`src/rtl/i2s_pkg.sv`:
```
// Shared I2S definitions used by the transmit controller and the receiver.
package i2s_pkg;

  localparam int unsigned I2S_SAMPLE_WIDTH = 16;

  // Word-select level on the bus.
  typedef enum logic {
    ChLeft  = 1'b0,
    ChRight = 1'b1
  } i2s_chan_e;

  typedef enum logic [1:0] {
    StAlign = 2'd0,
    StRecvL = 2'd1,
    StRecvR = 2'd2
  } i2s_rx_state_e;

endpackage

```
`src/rtl/i2s_sync_edge.sv`:
```
// Multi-flop synchronizer for one asynchronous input, with rising-edge detect on the synced value.
module i2s_sync_edge #(
  parameter int unsigned SYNC_STAGES = 2
) (
  input  logic clk_i,
  input  logic rst_ni,
  input  logic d_i,
  output logic q_o,
  output logic rise_o
);

  logic [SYNC_STAGES-1:0] sync_d, sync_q;
  logic                   prev_d, prev_q;

  always_comb begin
    sync_d = {sync_q[SYNC_STAGES-2:0], d_i};
    prev_d = sync_q[SYNC_STAGES-1];
  end

  always_ff @(posedge clk_i or negedge rst_ni) begin
    if (!rst_ni) begin
      sync_q <= '0;
      prev_q <= 1'b0;
    end else begin
      sync_q <= sync_d;
      prev_q <= prev_d;
    end
  end

  assign q_o    = sync_q[SYNC_STAGES-1];
  assign rise_o = q_o & ~prev_q;

endmodule

```
`src/rtl/i2s_receiver.sv`:
```
// Philips-format I2S receiver: oversamples bit_clk/frame_clk/data and rebuilds stereo pairs.
// Define I2S_RX_FRAME_CHECK_EN to build the per-word bit-count check that drives frame_err.
module i2s_receiver
  import i2s_pkg::*;
#(
  parameter int unsigned SAMPLE_WIDTH = I2S_SAMPLE_WIDTH,
  parameter int unsigned SYNC_STAGES  = 2
) (
  input  logic                    clk,
  input  logic                    reset,
  input  logic                    bit_clk,
  input  logic                    frame_clk,
  input  logic                    data,
  output logic [SAMPLE_WIDTH-1:0] sample_left,
  output logic [SAMPLE_WIDTH-1:0] sample_right,
  output logic                    sample_valid,
  output logic                    frame_err
);

  localparam int unsigned CntW = $clog2(SAMPLE_WIDTH + 2);
`ifdef I2S_RX_FRAME_CHECK_EN
  // One extra count lets an over-long word be told apart from an exact one.
  localparam logic [CntW-1:0] CntMax = CntW'(SAMPLE_WIDTH + 1);
`else
  localparam logic [CntW-1:0] CntMax = CntW'(SAMPLE_WIDTH);
`endif
  localparam logic [SAMPLE_WIDTH-1:0] MsbOne = {1'b1, {(SAMPLE_WIDTH - 1){1'b0}}};

  logic      bc_rise, ws_sync, data_sync;
  logic      ws_rise_unused, data_rise_unused;
  logic      unused_rise;
  i2s_chan_e ws_chan;

  i2s_sync_edge #(
    .SYNC_STAGES(SYNC_STAGES)
  ) u_sync_bclk (
    .clk_i (clk),
    .rst_ni(reset),
    .d_i   (bit_clk),
    .q_o   (),
    .rise_o(bc_rise)
  );

  i2s_sync_edge #(
    .SYNC_STAGES(SYNC_STAGES)
  ) u_sync_ws (
    .clk_i (clk),
    .rst_ni(reset),
    .d_i   (frame_clk),
    .q_o   (ws_sync),
    .rise_o(ws_rise_unused)
  );

  i2s_sync_edge #(
    .SYNC_STAGES(SYNC_STAGES)
  ) u_sync_data (
    .clk_i (clk),
    .rst_ni(reset),
    .d_i   (data),
    .q_o   (data_sync),
    .rise_o(data_rise_unused)
  );

  assign unused_rise = ws_rise_unused ^ data_rise_unused;
  assign ws_chan     = i2s_chan_e'(ws_sync);

  // Serial capture: bits are dropped straight into their left-aligned slot, so
  // short words end up zero-padded and bits past SAMPLE_WIDTH fall off.
  i2s_chan_e                ws_d_d, ws_d_q;
  logic [CntW-1:0]          cnt_d, cnt_q;
  logic [SAMPLE_WIDTH-1:0]  sr_d, sr_q;
  logic [SAMPLE_WIDTH-1:0]  word;
  logic                     word_end;

  always_comb begin
    ws_d_d   = ws_d_q;
    cnt_d    = cnt_q;
    sr_d     = sr_q;
    word_end = 1'b0;
    word     = data_sync ? (sr_q | (MsbOne >> cnt_q)) : sr_q;
    if (bc_rise) begin
      ws_d_d = ws_chan;
      if (ws_chan != ws_d_q) begin
        // The bit on this rise is the LSB of the word that just finished.
        word_end = 1'b1;
        cnt_d    = '0;
        sr_d     = '0;
      end else begin
        sr_d = word;
        if (cnt_q < CntMax) begin
          cnt_d = cnt_q + 1'b1;
        end
      end
    end
  end

  always_ff @(posedge clk or negedge reset) begin
    if (!reset) begin
      ws_d_q <= ChLeft;
      cnt_q  <= '0;
      sr_q   <= '0;
    end else begin
      ws_d_q <= ws_d_d;
      cnt_q  <= cnt_d;
      sr_q   <= sr_d;
    end
  end

`ifdef I2S_RX_FRAME_CHECK_EN
  logic word_bad;
  logic left_err_d, left_err_q;
  logic frame_err_d, frame_err_q;

  // cnt_q excludes the LSB captured on the word-end rise.
  assign word_bad = (cnt_q != CntW'(SAMPLE_WIDTH - 1));
`endif

  // Pair assembly.
  i2s_rx_state_e            state_d, state_q;
  logic [SAMPLE_WIDTH-1:0]  left_hold_d, left_hold_q;
  logic [SAMPLE_WIDTH-1:0]  sample_left_d, sample_left_q;
  logic [SAMPLE_WIDTH-1:0]  sample_right_d, sample_right_q;
  logic                     sample_valid_d, sample_valid_q;

  always_comb begin
    state_d        = state_q;
    left_hold_d    = left_hold_q;
    sample_left_d  = sample_left_q;
    sample_right_d = sample_right_q;
    sample_valid_d = 1'b0;
`ifdef I2S_RX_FRAME_CHECK_EN
    left_err_d     = left_err_q;
    frame_err_d    = frame_err_q;
`endif
    if (word_end) begin
      unique case (state_q)
        StAlign: begin
          if (ws_d_q == ChRight) begin
            state_d = StRecvL;
          end
        end
        StRecvL: begin
          if (ws_d_q == ChLeft) begin
            left_hold_d = word;
`ifdef I2S_RX_FRAME_CHECK_EN
            left_err_d  = word_bad;
`endif
            state_d     = StRecvR;
          end else begin
            state_d = StAlign;
          end
        end
        StRecvR: begin
          if (ws_d_q == ChRight) begin
            sample_left_d  = left_hold_q;
            sample_right_d = word;
            sample_valid_d = 1'b1;
`ifdef I2S_RX_FRAME_CHECK_EN
            frame_err_d    = left_err_q | word_bad;
`endif
            state_d        = StRecvL;
          end else begin
            state_d = StAlign;
          end
        end
        default: state_d = StAlign;
      endcase
    end
  end

  always_ff @(posedge clk or negedge reset) begin
    if (!reset) begin
      state_q        <= StAlign;
      left_hold_q    <= '0;
      sample_left_q  <= '0;
      sample_right_q <= '0;
      sample_valid_q <= 1'b0;
    end else begin
      state_q        <= state_d;
      left_hold_q    <= left_hold_d;
      sample_left_q  <= sample_left_d;
      sample_right_q <= sample_right_d;
      sample_valid_q <= sample_valid_d;
    end
  end

`ifdef I2S_RX_FRAME_CHECK_EN
  always_ff @(posedge clk or negedge reset) begin
    if (!reset) begin
      left_err_q  <= 1'b0;
      frame_err_q <= 1'b0;
    end else begin
      left_err_q  <= left_err_d;
      frame_err_q <= frame_err_d;
    end
  end

  assign frame_err = frame_err_q;
`else
  assign frame_err = 1'b0;
`endif

  assign sample_left  = sample_left_q;
  assign sample_right = sample_right_q;
  assign sample_valid = sample_valid_q;

endmodule
```
`config.mk`:
```
export PLATFORM = sky130hd
export DESIGN_NAME = i2s_receiver
export DESIGN_NICKNAME = d
export VERILOG_FILES = /design/src/rtl/i2s_pkg.sv /design/src/rtl/i2s_sync_edge.sv /design/src/rtl/i2s_receiver.sv
export SDC_FILE = /design/constraint.sdc
export NUM_CORES = 1
export LEC_CHECK = 0
export ABC_AREA = 1
export ABC_CLOCK_PERIOD_IN_PS = 3600
export BUFFER_PORTS_ARGS = -buffer_cell sky130_fd_sc_hd__clkbuf_2
export CORE_MARGIN = 10
export CORE_UTILIZATION = 48
export DETAILED_ROUTE_END_ITERATION = 8
export PLACE_DENSITY_LB_ADDON = 0.25
export SYNTH_ARGS = -nofsm -noshare
export SYNTH_HDL_FRONTEND = slang
export SYNTH_HIERARCHICAL = 1
export SYNTH_SLANG_ARGS = --single-unit
```
`constraint.sdc`:
```
create_clock -name clk -period 3.6 [get_ports clk]
set_input_delay 0.72 -clock clk [delete_from_list [all_inputs] [get_ports clk]]
set_output_delay 0.72 -clock clk [all_outputs]
set_load 0.005 [all_outputs]
```
Word-level counts from Yosys, hierarchy flattened

Cells that the tools add are included.

Flip-flop bits (word level): 80
Bits of input ports: 5
Logic and storage cells: 42

Add/subtract/negate cells: 1
Order comparisons: 1
Equal/unequal tests: 4
Shift-type cells: 1
Muxes and demuxes: 13
Bitwise operators: 4
Reduce and logical (&&, ||, !) cells: 6

Operators with widths:

| kind                                                 | number |
|---|---|
| two-way mux 16 bit                                   | 2 |
| OR 16 bit                                            | 1 |
| right shift 16 x 5 -> 16 bit (first input constant)  | 1 |
| two-way mux 5 bit                                    | 2 |
| two-way mux 1 bit                                    | 6 |
| case mux 2 bit (3 select lines)                      | 1 |
| AND reduction 3 bit                                  | 2 |
| adder 5 x 1 -> 5 bit (second input constant)         | 1 |
| < comparator 5 bit (second input constant)           | 1 |
| two-way mux 2 bit                                    | 2 |
| AND reduction 2 bit                                  | 2 |
| equality test 2 x 1 -> 1 bit (second input constant) | 1 |
| equality test 2 bit (second input constant)          | 1 |
| logical NOT 2 bit                                    | 1 |
| inequality test 2 bit (second input constant)        | 1 |
| inverter 1 bit                                       | 2 |
| nonzero test 2 bit                                   | 1 |
| bitwise AND 1 bit                                    | 1 |
| inequality test 1 bit                                | 1 |

Depth between registers and ports, before layout

Gate-level depths: netlist of run 1.

Depth in word-level cells: 4
Mapped depth: 9

Hierarchy

The synthesis of run 1 kept the hierarchy.

By module, submodules not included:

| module        | instances | cells an instance | area an instance (µm²) | seq. area each (µm²) |
|---|---|---|---|---|
| i2s_receiver  | 1         | 388               | 3264.4                 | 1826.8 |
| i2s_sync_edge | 3         | 5                 | 85.1                   | 75.1 |

Least setup slack after synthesis of run 1

OpenSTA, ideal clock, no wires.

Path kind: reg2reg
Start point: register u_sync_bclk.prev_q
End point: register sample_right_q[11] (netlist: sample_right[11])
Data arrival time: 1115 ps
Required time: 3481 ps
Slack: 2366 ps
Cell stages (with the launch flop): 8
Path buffers: 1
Period minus slack after synthesis: 1234 ps
Path through: dfrtp_1 nor2_2 inv_2 nor2_2 nand2_2 buf_2 o21ai_1 nand2_1

Word-level cells in the longest chain between the ends: 4

Ends and longest elaborated chain:

| what                                 | RTL line            | source |
|---|---|---|
| start, declared                      | i2s_sync_edge.sv:13 | `logic prev_d, prev_q;` |
| start signal, assigned               | i2s_sync_edge.sv:26 | `prev_q <= prev_d;` |
| inverter 1 bit                       | i2s_sync_edge.sv:31 | `assign rise_o = q_o & ~prev_q;` |
| bitwise AND 1 bit                    | i2s_sync_edge.sv:31 |  |
| net bc_rise                          | i2s_receiver.sv:29  | `logic bc_rise, ws_sync, data_sync;` |
| two-way mux 1 bit                    | i2s_receiver.sv:81  | `if (bc_rise) begin` |
| AND reduction 3 bit (no source line) | --                  |  |
| end signal, assigned                 | i2s_receiver.sv:182 | `sample_right_q <= sample_right_d;` |
| end, declared                        | i2s_receiver.sv:122 | `logic [SAMPLE_WIDTH-1:0] sample_right_d, sample_right_q;` |

The timed path passes the listed nets, and every way through them passes these cells.
A chain may end at the register's enable or synchronous reset.

Worst setup path after layout of run 1

Start point: register u_sync_bclk.prev_q
End point: register sample_right_q[10] (netlist: sample_right[10])

Same word-level chain as after synthesis.

==> key figures, run 1 <==
Setup path
  • Crit Path Class: flip-flop to flip-flop
  • Critical Path RT: 3.90 ns
  • CP top delay family: simple AND/OR/NAND/NOR gates
  • Kind of end point of the critical path: flip-flop
  • Startpoint types: flip-flop
  • Arrival time at the worst endpoint: 2.41 ns
  • Slowest CP cell: nor2_8
  • Worst-path fanout max: 34
  • Worst Path Buf+Inv: 1
  • Worst path cell trace: nor2_2 -> inv_2 -> nor2_2 -> nand2_2 -> nor2_8 -> nand2_1 -> nand2_1
  • Largest stage delay, worst path: 0.53 ns

Drt
  • DRC: 0
  • DRT Pass-1 Iters: 4
  • Initial DRC count: 134
  • Via count: 2,575
  • WL final: 7244 um
  • Vias per cell: 4.858
  • Post-route ant nets: 0
  • Wire per inst: 13.67 um

Floorplanning
  • Starting Density: 49.95%
  • Die area: 10,980 sq um
  • DIE WIDTH: 104.8 um
  • Core area: 6907 sq um
  • Cell Rows: 30
  • Die H: 104.8 um
  • Ports: 39

Clocking
  • CTS tree: yes
  • Clk buf depth: 2
  • CTS Buf Count: 9
  • Worst skew pair latency: 0.36 ns
  • CTS Hold Buffers Added: 0
  • # Post-CTS Setup Buffers: 0
  • H-tree Lvls: 3
  • Clock transition at path regs: 0.08 ns
  • # clock sinks: 80
  • Root Buffer: clkbuf_8
  • CTS resizes: 0

Timing
  • Slew headroom: 34.76%
  • Final Skew: 0.01035 ns
  • Final hold violation count: 0
  • Min cycle time layout: 2.112 ns
  • RSZ-0062 raised after global routing: no
  • FMAX: 473.4 MHz
  • Final worst-path cycle share: 58.67%
  • Worst slew pin tran: 0.9786 ns
  • Setup_tns: 0 ns
  • Final Slew Violations: 0
  • Final setup fails: 0

Final layout
  • Nets: 440
  • Share of layout cells above drive strength 1: 15.44%
  • Fin area: 3842 sq um
  • Final std cells w/o fill: 530
  • Fillers: 700
  • Area growth, synth to finish: 11.39%
  • Post-layout util: 55.63%
  • Antenna cells: 0

Logic synthesis
  • Synthesis warning total: 6
  • Post-synth net total: 408
  • Cell Area, Synth: 3450 sq um
  • Cells after Synth: 397
  • Synthesized area per cell: 8.689 sq um

Status
  • Outcome: complete, no violations

Global route
  • Largest net degree at the start of global routing: 81
  • Vias in the first global route: 2,591
  • GR Overflow Total: 0
  • First-pass GRT wire length: 12,540 um
  • Gr usage total: 13.85%
  • Initial antenna violation count: 0

Min path
  • Hold WC Path Type: flip-flop to flip-flop

Placement
  • Cells after DPL: 514
  • Routability cong.: 0.8446
  • Placed cell area: 3654 sq um
  • HPWL Detailed: 4861 um
  • IO buf count: 37

Run
  • Maxcap violations: 0

Power
  • Pwr Density: 458.0 nW/um^2
  • Leak pwr: 2.137 nW
  • Peak supply drop: 0.0002585 V
-- flip-flops by register name, indices dropped and copies added (netlist names) --
| register | cells |
|---|---|
| left_hold_q | 16 |
| u_sync_bclk/prev_q | 1 |
| ws_d_q | 1 |
| u_sync_ws/sync_q | 2 |
| sample_right | 16 |
| cnt_q | 5 |
| u_sync_data/sync_q | 2 |
| sr_q | 16 |
| u_sync_bclk/sync_q | 2 |
| sample_valid | 1 |
| sample_left | 16 |
| state_q | 2 |
-- metal layers --
layer / wire [um] / track usage [%]
met3: 413 / 4.545
met1: 3341 / 17.89
met4: 114 / 5.686
met5: 0 / 0
met2: 3375 / 20.91
-- final timing paths --
| check | slack [ns] | endpoint | from | depth (start not counted) |
|---|---|---|---|---|
| max reg2reg | 1.49 | sample_right[10] | u_sync_bclk/prev_q | 7 |
| max in group asynchronous | 2.46 | u_sync_ws/sync_q[1] | reset | 1 |
| min reg2reg | 0.35 | u_sync_ws/sync_q[1] | u_sync_ws/sync_q[0] | 0 |
| min | 0.35 | u_sync_ws/sync_q[1] | u_sync_ws/sync_q[0] | 0 |
| min in group asynchronous | 0.50 | sample_valid | reset | 1 |
| max | 1.49 | sample_right[10] | u_sync_bclk/prev_q | 7 |
-- power by group --
group          internal [mW]  total [mW]  leakage, nW  switching, mW
registers              0.934       0.960         1.09         0.0261
logic                 0.0500       0.173        0.951          0.123
clock network          0.277       0.626       0.0935          0.349
-- per-stage QoR --
stage               setup WS, ns  total power [mW]  hold slack [ns]
detailed placement         1.467             1.153           0.3356
global route               1.204             1.860           0.3648
global placement           1.520             1.150           0.3319
finish                     1.488             1.760           0.3518
floorplan                  2.367             1.096           0.3312
CTS                        1.451             1.778           0.3562
-- cell type report --
class / count / area (sq um) / area share (%)
Multi-Input combinational cell: 252 / 1156 / 30.09
Sequential cell: 80 / 2002 / 52.10
Tap cell: 96 / 120.1 / 3.126
Inverter: 48 / 180.2 / 4.689
Clock buffer: 10 / 137.6 / 3.582
Clock inverter: 6 / 51.30 / 1.335
Timing Repair Buffer: 38 / 195.2 / 5.080
-- cells in the final DEF, fill, tap and decap left out, drive strengths merged --
cell      count
inv          50
nor3          1
nor2         29
a21oi         2
o21bai        6
nand3        15
ha            6
dfrtp        80
nand4         1
conb          1
clkbuf       46
buf           2
o21ai        53
nand2       137
clkinv        3
clkinvlp      1
or2           1
Power figures use the tool's default switching activity.
==> run 2: changes to the inputs <==
--- a/config.mk
+++ b/config.mk
@@ -6,7 +6,7 @@
 export NUM_CORES = 1
 export LEC_CHECK = 0
 export ABC_AREA = 1
-export ABC_CLOCK_PERIOD_IN_PS = 3600
+export ABC_CLOCK_PERIOD_IN_PS = 1950
 export BUFFER_PORTS_ARGS = -buffer_cell sky130_fd_sc_hd__clkbuf_2
 export CORE_MARGIN = 10
 export CORE_UTILIZATION = 48
==> constraint.sdc (replaced) <==
create_clock -name clk -period 1.95 [get_ports clk]
set_input_delay 0.39 -clock clk [delete_from_list [all_inputs] [get_ports clk]]
set_output_delay 0.39 -clock clk [all_outputs]
set_load 0.005 [all_outputs]
==> run 2 against run 1 <==
Effect of this change: critical path depth is the same; global-route usage is 0.49 points higher; fmax grew 31%; sequential share of layout area is 2.1 points lower; final cell count increased by 1.9%; wire length is 2.5% higher; count of clock-buffer cells in the layout did not move; flip-flop and latch count did not move; non-clock buffer count grew 10; hold slack got worse by 0.20 ns; setup slack worse by 1.1 ns; critical path type unchanged; highest routed layer unchanged.
==> key figures, run 2 (synthesized netlist as in run 1, its figures left out) <==
Status
  • Outcome: complete, no violations

Placement
  • IO buf count: 37
  • Routability cong.: 0.8040
  • Placed cell area: 3721 sq um
  • HPWL Detailed: 5390 um
  • DP Worst Slack: 0.3520 ns
  • Cells after DPL: 523

Drt
  • Wire per inst: 13.76 um
  • Post-route ant nets: 0
  • Initial DRC count: 172
  • DRC: 0
  • DRT Pass-1 Iters: 4
  • Vias per cell: 4.865
  • WL final: 7428 um
  • Via count: 2,627

Floorplanning
  • Die H: 104.8 um
  • DIE WIDTH: 104.8 um
  • Starting Density: 49.95%
  • Die area: 10,980 sq um
  • Core area: 6907 sq um
  • Cell Rows: 30
  • Ports: 39

Timing
  • Min cycle time layout: 1.609 ns
  • Final Skew: 0.01088 ns
  • Final Slew Violations: 0
  • WHS: 0.1475 ns
  • RSZ-0062 raised after global routing: no
  • Final hold violation count: 0
  • Final worst-path cycle share: 82.50%
  • FMAX: 621.6 MHz
  • Setup_tns: 0 ns
  • Final setup fails: 0
  • Final WS setup: 0.3413 ns

Clocking
  • Clock transition at path regs: 0.08 ns
  • # clock sinks: 80
  • Clk buf depth: 2
  • Worst skew pair latency: 0.35 ns
  • CTS tree: yes
  • # Post-CTS Setup Buffers: 0
  • Root Buffer: clkbuf_8
  • H-tree Lvls: 3
  • CTS Buf Count: 9

Power
  • Pwr Density: 933.3 nW/um^2
  • Leak pwr: 2.227 nW
  • Total power: 3.739 mW
  • Peak supply drop: 0.0004377 V

Min path
  • Worst hold start: data
  • Hold WC Path Type: input port to flip-flop

Setup path
  • Crit Path Class: flip-flop to flip-flop
  • Kind of end point of the critical path: flip-flop
  • Worst-path fanout max: 17
  • Arrival time at the worst endpoint: 1.85 ns
  • FF-to-FF Start: u_sync_bclk/prev_q
  • Critical Path RT: 2.19 ns
  • Startpoint types: flip-flop
  • Critical path origin: u_sync_bclk/prev_q

Final layout
  • Area growth, synth to finish: 16.14%
  • Antenna cells: 0
  • Most frequent cells in the layout: nand2_1 (136), dfrtp_1 (80), inv_1 (43)
  • Fillers: 646
  • Fin area: 4006 sq um
  • Nets: 450
  • Post-layout util: 58.01%
  • Share of layout cells above drive strength 1: 17.12%
  • Final std cells w/o fill: 540
  • Commonest non-fill, non-tap cell in the layout: nand2_1

Global route
  • Initial antenna violation count: 0
  • Largest net degree at the start of global routing: 34
  • First-pass GRT wire length: 13,090 um
  • GR Overflow Total: 0
  • Vias in the first global route: 2,628
  • Gr usage total: 14.35%

Run
  • Maxcap violations: 0
-- run 2: power by group --
part / internal [mW] / switching (mW) / total, mW
Combinational: 0.104 / 0.233 / 0.337
Sequential: 1.73 / 0.0490 / 1.77
Clock: 1.02 / 0.604 / 1.63
-- run 2: worst paths after layout --
kind                                         end  slack (ns)  depth (start not counted)
max                              left_hold_q[11]        0.34                          7
min                        u_sync_data/sync_q[0]        0.15                          1
max reg2reg                      left_hold_q[11]        0.34                          7
min reg2reg                u_sync_data/sync_q[1]        0.35                          0
max in group asynchronous       sample_right[15]        0.84                          3
min in group asynchronous        sample_left[10]        0.50                          2
-- run 2: metal layers --
layer  routed length [um]  global-route usage (%)  up-vias
li1                     -                       -     1315
met1                 3466                   19.21     1250
met2                 3437                   21.98       55
met3                  444                   3.501        7
met4                   79                   5.294        0
met5                    0                       0        -
-- run 2: cell type report --
| class | count | area [sq um] | area share (%) |
|---|---|---|---|
| Sequential cell | 80 | 2002 | 49.97 |
| Inverter | 48 | 180.2 | 4.497 |
| Timing Repair Buffer | 48 | 272.8 | 6.808 |
| Clock inverter | 6 | 137.6 | 3.435 |
| Tap cell | 96 | 120.1 | 2.998 |
| Clock buffer | 10 | 137.6 | 3.435 |
| Multi-Input combinational cell | 252 | 1156 | 28.86 |
-- run 2: repair_timing --
action | in CTS | in global routing
hold buffers | 1 | 0
resized for setup | 0 | 0
hold endpoints to repair | 30 | 0
-- run 2: critical path: stages (launching register included) --
cell	delay [ns]
dfrtp_1	0.37
nor2_2	0.19
buf_4	0.20
nand3_1	0.13
nor2_4	0.26
inv_2	0.21
nand2_1	0.10
nand2_1	0.06
